--- src/rtl/krz_uart_tx.sv ---
// krz_uart_tx: memory-mapped 8N1 UART transmitter with a circular transmit FIFO.
// Registers TXDATA (0x0), STATUS (0x4), BAUDDIV (0x8); every access gets a one-cycle ack.
module krz_uart_tx #(
    parameter int unsigned DEPTH       = 8,
    parameter logic [15:0] DEFAULT_DIV = 16'd207
) (
    input  logic        clk,
    input  logic        rstz,
    input  logic [7:0]  sys_adr_i,
    input  logic [31:0] sys_dat_i,
    output logic [31:0] sys_dat_o,
    input  logic        sys_stb_i,
    input  logic        sys_we_i,
    output logic        sys_ack_o,
    output logic        txd,
    output logic        tx_empty_o
);
    localparam int unsigned     AW       = $clog2(DEPTH);
    localparam logic [AW:0]     FULL_CNT = DEPTH[AW:0];
    localparam logic [AW-1:0]   PTR_ONE  = 1;
    localparam logic [AW:0]     CNT_ONE  = 1;

    typedef enum logic [1:0] {StIdle, StStart, StData, StStop} state_e;

    logic            ack_q, ack_d;
    logic [31:0]     dat_q, dat_d;
    logic [15:0]     div_q, div_d;
    logic [AW-1:0]   wr_ptr_q, wr_ptr_d, rd_ptr_q, rd_ptr_d;
    logic [AW:0]     count_q, count_d;
    state_e          state_q, state_d;
    logic [15:0]     baud_cnt_q, baud_cnt_d;
    logic [7:0]      shreg_q, shreg_d;
    logic [2:0]      bit_idx_q, bit_idx_d;
    logic            txd_q, txd_d;
    logic            tx_empty_q, tx_empty_d;
    logic [7:0]      mem_q [DEPTH];

    logic            accept, mapped, push, pop, fifo_full, fifo_empty, bit_end;
    logic [1:0]      reg_sel;
    logic [31:0]     rdata;
    logic            unused_bits;

    assign unused_bits = ^{sys_dat_i[31:16], sys_adr_i[1:0]};

    // Bus decode and register file
    always_comb begin
        accept     = sys_stb_i && !ack_q;
        mapped     = (sys_adr_i[7:4] == 4'h0);
        reg_sel    = sys_adr_i[3:2];
        fifo_full  = (count_q == FULL_CNT);
        fifo_empty = (count_q == '0);
        // Fullness is judged on the pre-pop count, so a same-cycle pop never rescues a push.
        push       = accept && sys_we_i && mapped && (reg_sel == 2'd0) && !fifo_full;
        ack_d      = accept;
        dat_d      = dat_q;
        div_d      = div_q;
        rdata      = '0;
        if (mapped) begin
            case (reg_sel)
                2'd1:    rdata = {29'd0, state_q != StIdle, fifo_empty, fifo_full};
                2'd2:    rdata = {16'd0, div_q};
                default: rdata = '0;
            endcase
        end
        if (accept) begin
            if (sys_we_i) begin
                if (mapped && reg_sel == 2'd2) begin
                    div_d = sys_dat_i[15:0];
                end
            end else begin
                dat_d = rdata;
            end
        end
    end

    // Shifter FSM: every bit reloads baud_cnt from BAUDDIV, so a divisor change lands on a boundary.
    always_comb begin
        state_d    = state_q;
        baud_cnt_d = baud_cnt_q;
        shreg_d    = shreg_q;
        bit_idx_d  = bit_idx_q;
        txd_d      = txd_q;
        pop        = 1'b0;
        bit_end    = (baud_cnt_q == 16'd0);
        unique case (state_q)
            StIdle: begin
                txd_d = 1'b1;
                if (!fifo_empty) begin
                    pop        = 1'b1;
                    shreg_d    = mem_q[rd_ptr_q];
                    baud_cnt_d = div_q;
                    txd_d      = 1'b0;
                    state_d    = StStart;
                end
            end
            StStart: begin
                if (bit_end) begin
                    txd_d      = shreg_q[0];
                    bit_idx_d  = 3'd0;
                    baud_cnt_d = div_q;
                    state_d    = StData;
                end else begin
                    baud_cnt_d = baud_cnt_q - 16'd1;
                end
            end
            StData: begin
                if (bit_end) begin
                    baud_cnt_d = div_q;
                    if (bit_idx_q == 3'd7) begin
                        txd_d   = 1'b1;
                        state_d = StStop;
                    end else begin
                        shreg_d   = {1'b0, shreg_q[7:1]};
                        txd_d     = shreg_q[1];
                        bit_idx_d = bit_idx_q + 3'd1;
                    end
                end else begin
                    baud_cnt_d = baud_cnt_q - 16'd1;
                end
            end
            StStop: begin
                if (bit_end) begin
                    if (!fifo_empty) begin
                        pop        = 1'b1;
                        shreg_d    = mem_q[rd_ptr_q];
                        baud_cnt_d = div_q;
                        txd_d      = 1'b0;
                        state_d    = StStart;
                    end else begin
                        state_d = StIdle;
                    end
                end else begin
                    baud_cnt_d = baud_cnt_q - 16'd1;
                end
            end
            default: state_d = StIdle;
        endcase
    end

    always_comb begin
        wr_ptr_d = push ? wr_ptr_q + PTR_ONE : wr_ptr_q;
        rd_ptr_d = pop ? rd_ptr_q + PTR_ONE : rd_ptr_q;
        count_d  = count_q;
        if (push && !pop) begin
            count_d = count_q + CNT_ONE;
        end else if (!push && pop) begin
            count_d = count_q - CNT_ONE;
        end
        tx_empty_d = (count_d == '0) && (state_d == StIdle);
    end

    always_ff @(posedge clk) begin
        if (!rstz) begin
            ack_q      <= 1'b0;
            dat_q      <= '0;
            div_q      <= DEFAULT_DIV;
            wr_ptr_q   <= '0;
            rd_ptr_q   <= '0;
            count_q    <= '0;
            state_q    <= StIdle;
            baud_cnt_q <= '0;
            shreg_q    <= '0;
            bit_idx_q  <= '0;
            txd_q      <= 1'b1;
            tx_empty_q <= 1'b1;
        end else begin
            ack_q      <= ack_d;
            dat_q      <= dat_d;
            div_q      <= div_d;
            wr_ptr_q   <= wr_ptr_d;
            rd_ptr_q   <= rd_ptr_d;
            count_q    <= count_d;
            state_q    <= state_d;
            baud_cnt_q <= baud_cnt_d;
            shreg_q    <= shreg_d;
            bit_idx_q  <= bit_idx_d;
            txd_q      <= txd_d;
            tx_empty_q <= tx_empty_d;
        end
    end

    // Storage needs no reset; the pointers define which entries are live.
    always_ff @(posedge clk) begin
        if (push) begin
            mem_q[wr_ptr_q] <= sys_dat_i[7:0];
        end
    end

    assign sys_ack_o  = ack_q;
    assign sys_dat_o  = dat_q;
    assign txd        = txd_q;
    assign tx_empty_o = tx_empty_q;

endmodule

--- config.mk ---
export PLATFORM = sky130hd
export DESIGN_NAME = krz_uart_tx
export DESIGN_NICKNAME = d
export VERILOG_FILES = /design/src/rtl/krz_uart_tx.sv
export SDC_FILE = /design/constraint.sdc
export NUM_CORES = 1
export LEC_CHECK = 0
export ABC_CLOCK_PERIOD_IN_PS = 3700
export BUFFER_PORTS_ARGS = -buffer_cell sky130_fd_sc_hd__buf_2
export CORE_AREA = 2 2 116 118
export CTS_CLUSTER_SIZE = 16
export DETAILED_ROUTE_END_ITERATION = 7
export DIE_AREA = 0 0 118 120
export PLACE_DENSITY = 0.72
export RECOVER_POWER = 25
export SYNTH_ARGS = -nofsm -noshare
export SYNTH_HDL_FRONTEND = slang
export SYNTH_SLANG_ARGS = --single-unit
export TNS_END_PERCENT = 1
--- constraint.sdc ---
create_clock -name clk -period 3.7 [get_ports clk]
set_clock_uncertainty 0.2 [all_clocks]
set_input_delay 0.185 -clock clk [delete_from_list [all_inputs] [get_ports clk]]
set_output_delay 0.185 -clock clk [all_outputs]
set_load 0.01 [all_outputs]
=== After elaboration in Yosys (flattened, before gate mapping) ===
Memory sizes are Yosys's and may differ from the RTL's. A register that Yosys moved wholly into a read port is not among the register bits.
Cells that the tools add are included.

* Register bits after elaboration: 90
* Bits in latches: 0
* Memory bits (writable): 64
* ROM bits: 0
* Output and inout bits: 35
* Memories kept: 1

* Add/sub/neg operators: 6
* $mul: 0
* Divide/modulo/power cells: 0
* $lt $le $gt $ge: 0
* Equality and inequality tests: 12
* Shift-type cells: 0
* Muxes and demuxes: 38
* Bitwise gates (word level): 1
* Reduce and logical (&&, ||, !) cells: 29

{| class="wikitable"
|+ Memory list
! memory !! words !! bits a word !! read ports !! clocked after memory_dff !! write ports !! line !! RTL
|-
| mem_q || 8 || 8 || 1 || 1 || 1 || 36 || <nowiki>logic [7:0] mem_q [DEPTH];</nowiki>
|}

{| class="wikitable"
|+ Operators with widths
! cell !! number
|-
| $mux W16 || 4
|-
| $pmux W16 S3 || 1
|-
| $mux W8 || 4
|-
| $pmux W16 S2 || 1
|-
| $pmux W8 S3 || 1
|-
| $logic_not A16 Y1 || 1
|-
| $sub A16 B1 Y16 const B || 1
|-
| $mux W3 || 5
|-
| $logic_not A4 Y1 || 3
|-
| $reduce_and A4 Y1 || 3
|-
| $mux W1 || 11
|-
| $mux W2 || 5
|-
| $ne A2 B2 Y1 const B || 5
|-
| $add A3 B1 Y3 const B || 3
|-
| $logic_and A1 B1 Y1 || 9
|-
| $mux W4 || 2
|-
| $pmux W2 S4 || 1
|-
| $eq A2 B2 Y1 const B || 3
|-
| $logic_not A2 Y1 || 3
|-
| $pmux W3 S2 || 1
|-
| $add A4 B1 Y4 const B || 1
|-
| $eq A2 B1 Y1 const B || 2
|-
| $eq A4 B4 Y1 const B || 1
|-
| $logic_not A1 Y1 || 4
|-
| other kinds (10) || 11
|}

=== Depth between registers and ports, before layout ===
Gate-level depths: netlist (run 1).

* Word-level depth: 12
* Gate-level depth with buffers: 11
* Depth with buffers taken out: 9

=== Worst setup path after synthesis (run 1) ===
No wires, ideal clock.

* Path type: input-to-reg
* Start: input port sys_adr_i[5]
* End: memory mem_q[2][0], enable pin
* Library setup time: 0.398 ns
* Arrival time: 2.238 ns
* Slack: 0.864 ns
* Stages: 3
* Buffers on the path: 0
* Path through: nor4_1 nand4b_1 nor4b_1

* Cells in the longest elaborated chain, start to end: 6

{| class="wikitable"
|+ RTL lines
! item !! line !! RTL
|-
| start: declaration || 9 || <nowiki>input logic [7:0] sys_adr_i,</nowiki>
|-
| $logic_not A4 Y1 || 48 || <nowiki>mapped = (sys_adr_i[7:4] == 4'h0);</nowiki>
|-
| $logic_and A1 B1 Y1 (3 in series) || 53 || <nowiki>push = accept && sys_we_i && mapped && (reg_sel == 2'd0) && !fifo_full;</nowiki>
|-
| $mux W1 || 184 || <nowiki>if (push) begin</nowiki>
|-
| $mux W1 (not written as such) || 185 || <nowiki>mem_q[wr_ptr_q] <= sys_dat_i[7:0];</nowiki>
|-
| end: declaration || 36 ||
|}

No other way between the ends.

=== Final worst setup path (run 1) ===
* Start: register baud_cnt_q[0]
* End: register tx_empty_q, in the netlist tx_empty_o

* Cells in the longest elaborated chain, start to end: 8
* Elaborated cells on any way between the ends: 15
* Those cells by class: mux: 8; reduce/logical: 7

{| class="wikitable"
|+ RTL lines
! item !! line !! RTL
|-
| start: declaration || 31 || <nowiki>logic [15:0] baud_cnt_q, baud_cnt_d;</nowiki>
|-
| start signal: assignment || 174 || <nowiki>baud_cnt_q <= baud_cnt_d;</nowiki>
|-
| $logic_not A16 Y1 * || 84 || <nowiki>bit_end = (baud_cnt_q == 16'd0);</nowiki>
|-
| $mux W1 || 122 || <nowiki>if (bit_end) begin</nowiki>
|-
| $pmux W1 S2 || 85 || <nowiki>unique case (state_q)</nowiki>
|-
| $logic_and A1 B1 Y1 or $logic_not A1 Y1 (tied branches) || 146, 144 ||
|-
| $mux W4 or $logic_and A1 B1 Y1 (tied branches) || 146, 144 ||
|-
| $mux W4 || 144 || <nowiki>if (push && !pop) begin</nowiki>
|-
| $logic_not A4 Y1 || 149 || <nowiki>tx_empty_d = (count_d == '0) && (state_d == StIdle);</nowiki>
|-
| $logic_and A1 B1 Y1 * || 149 ||
|-
| end signal: assignment || 178 || <nowiki>tx_empty_q <= tx_empty_d;</nowiki>
|-
| end: declaration || 35 || <nowiki>logic tx_empty_q, tx_empty_d;</nowiki>
|}

Every way passes the cells marked *; elsewhere a longest branch is shown, timed or not.
A chain may end at the register's enable or synchronous reset.

==> metrics, run 1 <==
run status finished clean; Syn Std Cell Area 0.00662 mm^2; antenna violations before repair 0; Layout Utilization 58.9%; DRC violations left 0; ys async rst share 0%; Final Hold Vio Count 0; Longest Clk Path Bufs 2; Final Critical Period 3.07 ns; clock sink count 141; min-delay src sys_stb_i; drt pass-1 iters 5; Buffers on Ports 44; Mapped Cells 603; share of layout cells above drive strength 1 16.2%; Max Freq 0.326 GHz; cell breakdown of the critical path inv_1 > ha_1 > nor3b_2 > and4_1 > a21oi_2 > or3_1 > mux2_4 > xor2_1 > o41ai_2; CTS root buf clkbuf_16; Die Width 118 um; Slowest-stage cell, CP and4_1; Final HPWL DP 9040 um; unrepaired setup endpoints after global routing false; Avg Inst Size Synth 11.0 um^2; global-route wire length before repair 23700 um; Net Switching 1630 uW; switching part of the total power 32.1%; Internal Power 3450 uW; die height 120 um; Initial Util 51.0%; gr ovfl total 0; CP endpoint kind flip-flop; ant diodes 0; logic gate share of total power 29.8%; commonest non-fill, non-tap cells in the layout dfxtp_1 (77), edfxtp_1 (64), nand2_1 (57), nor2_1 (39), buf_2 (36); sequential share of power 37.0%; vias in the first global route 4713; final setup fails 0; detailed router's first-iteration violation count 416; sequential cell area 0.00346 mm^2; final WL 14200 um; Core Area 0.0130 mm^2; post-synthesis register bit count 141; Peak VDD IR 0.389 mV; Hold WC Path Type input port to flip-flop; headroom to the max-slew limit 19.9%; P_leak 0.00282 uW; P&R area growth vs syn 15.6%; Critical Path Source baud_cnt_q[0]; power density over the cells 665 mW/mm^2; crit-path leading delay family simple AND/OR/NAND/NOR gates; H-tree depth 4; accumulated negative setup slack 0 ns; reg2reg start baud_cnt_q[0]; vias per inst 5.58; yosys warns 0; CP max FO 10; CTS-repair resized insts 0; most common cell after layout, fill and taps aside dfxtp_1; WL/cell 16.9 um; CTS tree done; Synth cell types 61; area of the multi-input gates 0.00287 mm^2; largest net degree at the start of global routing 76; Die ar. 0.0142 mm^2; Filler Cell Count 1053; ANT nets after route 0; Clock Latency Late Sink 0.42 ns; Tot GR Track Use 21.6%; critical path class flip-flop to flip-flop; hold buffers post-CTS 16; site row count 42; max_cap viols 0; Vias 4695; crit start category flip-flop; CP max stage delay 0.50 ns; Top Ports 79; share of total power in the clock network 33.2%; Final GP Congestion 0.848; CP arrival 3.19 ns; worst path bufs/invs 1; Total Nets Final 711; worst-margin pin slew 1.19 ns; clock-pin slew on the worst setup and hold paths 0.06 ns; post-synthesis sequential area ratio 52.3%; Num CTS Buffers 17; Most used DFF post-synth dfxtp_1; Final Slew Violations 0; CP required 3.83 ns; Final Cycle Share 82.9%; Post CTS Setup Buffer Count 0; Post-synth EDFFs 64
## worst paths after layout
| kind | cells past startpoint | slack (ns) | end |
|---|---|---|---|
| worst max-delay path | 9 | 0.63 | tx_empty_o |
| worst min-delay path | 3 | 0.08 | sys_ack_o |
| worst max register to register | 9 | 0.63 | tx_empty_o |
| worst min register to register | 2 | 0.28 | txd |
## per-layer routing
metal  vias up  global-route usage (%)  wire (um)
li1       2252                       -          -
met1      2283                    27.4       6140
met2       139                    35.4       6980
met3        21                    4.71        841
met4         0                    9.86        266
met5         -                       0          0
## cell usage after synthesis (all sizes together) (2+ instances only)
cell type,n,area share (%)
dfxtp,77,23
edfxtp,64,29
nand2,57,3.2
nor2,39,2.2
a21oi,36,2.8
clkbuf,33,1.9
and2,27,2.6
nor2b,26,2.5
buf,25,2.8
mux2i,24,3.6
xnor2,17,2.2
a22oi,16,1.8
mux4,16,5.4
ha,15,2.8
o22ai,15,1.4
a21boi,14,1.6
inv,11,0.62
nor4,11,1.5
nand3,9,0.68
o21ai,9,0.68
nor3,8,0.68
nand4,5,0.47
nor3b,5,0.64
and4,3,0.40
or4,3,0.34
xor2,3,0.40
a221oi,2,0.26
and3,2,0.19
maj3,2,0.30
nand2b,2,0.19
nand3b,2,0.23
nand4b,2,0.26
nor4b,2,0.26
or3,2,0.19
or3b,2,0.26
## flip-flops by register name, summed over array words and instances, names as in the netlist, named ones only
| register | cells |
|---|---|
| state_q | 2 |
| wr_ptr_q | 3 |
| rd_ptr_q | 3 |
| txd | 1 |
| sys_dat_o | 16 |
| div_q | 16 |
| mem_q | 64 |
| baud_cnt_q | 16 |
| tx_empty_o | 1 |
| shreg_q | 8 |
| sys_ack_o | 1 |
| count_q | 4 |
| bit_idx_q | 3 |
## final cells by class
type                            instances  area share, %
Timing Repair Buffer                   73           6.12
Clock buffer                           20           5.97
Multi-Input combinational cell        408           37.5
Inverter                               11          0.540
Sequential cell                       141           45.3
Tap cell                              176           2.88
Clock inverter                         12           1.77
## stage by stage
stage | total power, uW | instance area (um^2) | cells | hold slack, ns | setup slack, ns
detailed placement | 3400 | 6910 | 793 | 0.256 | 0.630
CTS | 5100 | 7660 | 841 | 0.0737 | 0.620
global placement | 3350 | 6910 | 793 | 0.244 | 0.698
global route | 5370 | 7650 | 841 | 0.0848 | 0.411
finish | 5080 | 7650 | 841 | 0.0807 | 0.634
floorplan | 3130 | 6680 | 618 | 0.0839 | 0.864
## power groups by stage
stage | logic [uW] | clock network (uW) | registers (uW)
finish | 1520 | 1690 | 1880
global route | 1690 | 1780 | 1900
CTS | 1510 | 1710 | 1880
detailed placement | 1490 | 0 | 1910
global placement | 1450 | 0 | 1900
floorplan | 1270 | 0 | 1860
## worst reg2reg max path: stages (launching register included)
cell and delay (ns):
dfxtp_1 0.34, inv_1 0.07, ha_1 0.18, nor3b_2 0.32, and4_1 0.50, a21oi_2 0.14, or3_1 0.44, mux2_4 0.34
xor2_1 0.16, o41ai_2 0.28
## logic make-up after synthesis
logic type / share of synthesized area (%)
and+or+nand+nor: 17.0
adders and majority gates: 3.14
AOI/OAI and AO/OA: 10.3
other: 0.0566
buffers and inverters: 5.33
DFF: 52.3
xor gates and xnor gates: 2.65
muxes: 9.30
No activity file was read; power rests on OpenSTA's default activity.
==> run 2: changes to the inputs <==
--- a/config.mk
+++ b/config.mk
@@ -5,13 +5,14 @@
 export SDC_FILE = /design/constraint.sdc
 export NUM_CORES = 1
 export LEC_CHECK = 0
-export ABC_CLOCK_PERIOD_IN_PS = 3700
+export ABC_AREA = 1
+export ABC_CLOCK_PERIOD_IN_PS = 2550
 export BUFFER_PORTS_ARGS = -buffer_cell sky130_fd_sc_hd__buf_2
 export CORE_AREA = 2 2 116 118
 export CTS_CLUSTER_SIZE = 16
 export DETAILED_ROUTE_END_ITERATION = 7
 export DIE_AREA = 0 0 118 120
-export PLACE_DENSITY = 0.72
+export PLACE_DENSITY = 0.74
 export RECOVER_POWER = 25
 export SYNTH_ARGS = -nofsm -noshare
 export SYNTH_HDL_FRONTEND = slang
==> constraint.sdc (replaced) <==
create_clock -name clk -period 2.55 [get_ports clk]
set_clock_uncertainty 0.2 [all_clocks]
set_input_delay 0.1275 -clock clk [delete_from_list [all_inputs] [get_ports clk]]
set_output_delay 0.1275 -clock clk [all_outputs]
set_load 0.01 [all_outputs]
==> metrics, run 2 <==
DRC violations left 0; crit start category flip-flop; Post-synth EDFFs 64; post-synthesis sequential area ratio 52.4%; Tot GR Track Use 22.0%; Synth cell types 37; drt pass-1 iters 6; Final GP Congestion 0.848; post-synth top area share 29.1%; CP endpoint mem_q[2][0]; Syn Std Cell Area 0.00661 mm^2; Critical Path Source count_q[0]; Filler Cell Count 1115; Top Ports 79; power density over the cells 1040 mW/mm^2; Total Nets Final 895; most common cell after layout, fill and taps aside nand2_1; vias in the first global route 5044; site row count 42; CTS root buf clkbuf_16; Final HPWL DP 10000 um; critical path class flip-flop to flip-flop; global-route wire length before repair 24500 um; Largest register FFs 64; Initial Util 50.9%; post-synthesis register bit count 141; clock-pin slew on the worst setup and hold paths 0.06 ns; hold slack 0.0838 ns; P_leak 0.00314 uW; reg2reg start count_q[0]; Metal-1 WL 6730 um; fin cells 1025; Top Layer Used met4; WL met3 650 um; H-tree depth 4; CP arrival 2.16 ns; Hold WC Path Type input port to flip-flop; most common cell in the netlist nand2_1; yosys warns 0; largest net degree at the start of global routing 33; Clock Latency Late Sink 0.43 ns; clock sink count 141; worst reg2reg endpoint mem_q[2][0]; run status finished clean; hold buffers post-CTS 21; Final Slew Violations 0; Longest Clk Path Bufs 2; Synth area leaders edfxtp_1 (29%), dfxtp_1 (23%), nand2_1 (6.7%); CP required 2.47 ns; accumulated negative setup slack 0 ns; Worst R2R Path Depth 8; pre-CTS setup slack 0.332 ns; Final Hold Vio Count 0; unrepaired setup endpoints after global routing false; commonest non-fill, non-tap cells in the layout nand2_1 (118), nor2_1 (93), o21ai_0 (86), dfxtp_1 (77), a21oi_1 (65); Final Critical Period 2.24 ns; final worst slack 0.308 ns; Die ar. 0.0142 mm^2; die height 120 um; final setup fails 0; Avg Inst Size Synth 8.71 um^2; Buffers on Ports 44; gr ovfl total 0; Mapped Cells 759; CTS-repair resized insts 0; vias per inst 5.24; Max Freq 0.446 GHz; leading area contributor after synthesis edfxtp_1; CP max FO 8; worst-margin pin slew 0.769 ns; Die Width 118 um; antenna violations before repair 0; ant diodes 0; CTS tree done; ys async rst share 0%; Peak VDD IR 0.599 mV; setup slack, reg-to-reg 0.31 ns; Synth top cells by count nand2_1 (118), nor2_1 (93), o21ai_0 (86), dfxtp_1 (77), a21oi_1 (65); final WL 15100 um; share of layout cells above drive strength 1 13.5%; P&R area growth vs syn 17.7%; max_cap viols 0; Num CTS Buffers 17; Most used DFF post-synth dfxtp_1; Post CTS Setup Buffer Count 0; headroom to the max-slew limit 48.4%; CP endpoint kind flip-flop; Final Cycle Share 87.9%; metal2 WL 7300 um; ANT nets after route 0; WL/cell 14.8 um; Vias 5373; Core Area 0.0130 mm^2; Post-Place Cells 972; detailed router's first-iteration violation count 445; most flop-heavy register mem_q
run 2: where the power goes:
part,switching (uW),internal [uW],leakage (uW)
clock network,954,1270,0.000263
logic,1940,1090,0.00168
registers,216,2630,0.00120
run 2: final cells by class:
class	count	area, um^2	share of cell area, %
Clock buffer	19	443	5.69
Clock inverter	13	91.3	1.17
Inverter	60	225	2.90
Multi-Input combinational cell	525	2720	35.0
Sequential cell	141	3460	44.5
Tap cell	176	220	2.83
Timing Repair Buffer	91	616	7.91
run 2: worst min path at each step:
stage                  start       endpoint  depth (start not counted)
6_report        sys_adr_i[4]  sys_dat_o[10]                          7
5_1_grt         sys_adr_i[4]   sys_dat_o[9]                          7
4_1_cts         sys_adr_i[4]  sys_dat_o[10]                          7
3_5_place_dp   sys_dat_i[13]      div_q[13]                          3
3_3_place_gp       sys_stb_i      sys_ack_o                          3
2_1_floorplan   sys_dat_i[0]    mem_q[0][0]                          0
run 2: critical path: stages, from the launching register on:
cell,delay [ns]
dfxtp_1,0.38
inv_1,0.09
ha_1,0.25
nand3_1,0.14
nand3_2,0.21
inv_2,0.18
nand2_1,0.13
nor3_1,0.15
buf_4,0.22
run 2: kinds of logic after synthesis:
family / Yosys count / share of synthesized area (%)
flops: 141 / 52.4
xor+xnor: 13 / 1.72
buf+inv: 108 / 7.31
fa+ha+maj: 15 / 2.84
other cells: 1 / 0.0567
mux: 1 / 0.151
compound gates: 209 / 17.4
simple gates: 271 / 18.1
run 2: stage by stage:
step	cell area, um^2	power (uW)	utilization, %
floorplan	6670	5210	-
global placement	7040	5810	54.3
detailed placement	7040	5840	54.3
CTS	7790	8100	60.0
global route	7780	8640	59.9
finish	7780	8100	59.9
run 2: layer usage:
| layer | vias to the layer above | GRT usage, % |
|---|---|---|
| li1 | 2724 | - |
| met1 | 2483 | 27.7 |
| met2 | 135 | 36.0 |
| met3 | 31 | 4.94 |
| met4 | 0 | 10.5 |
| met5 | - | 0 |
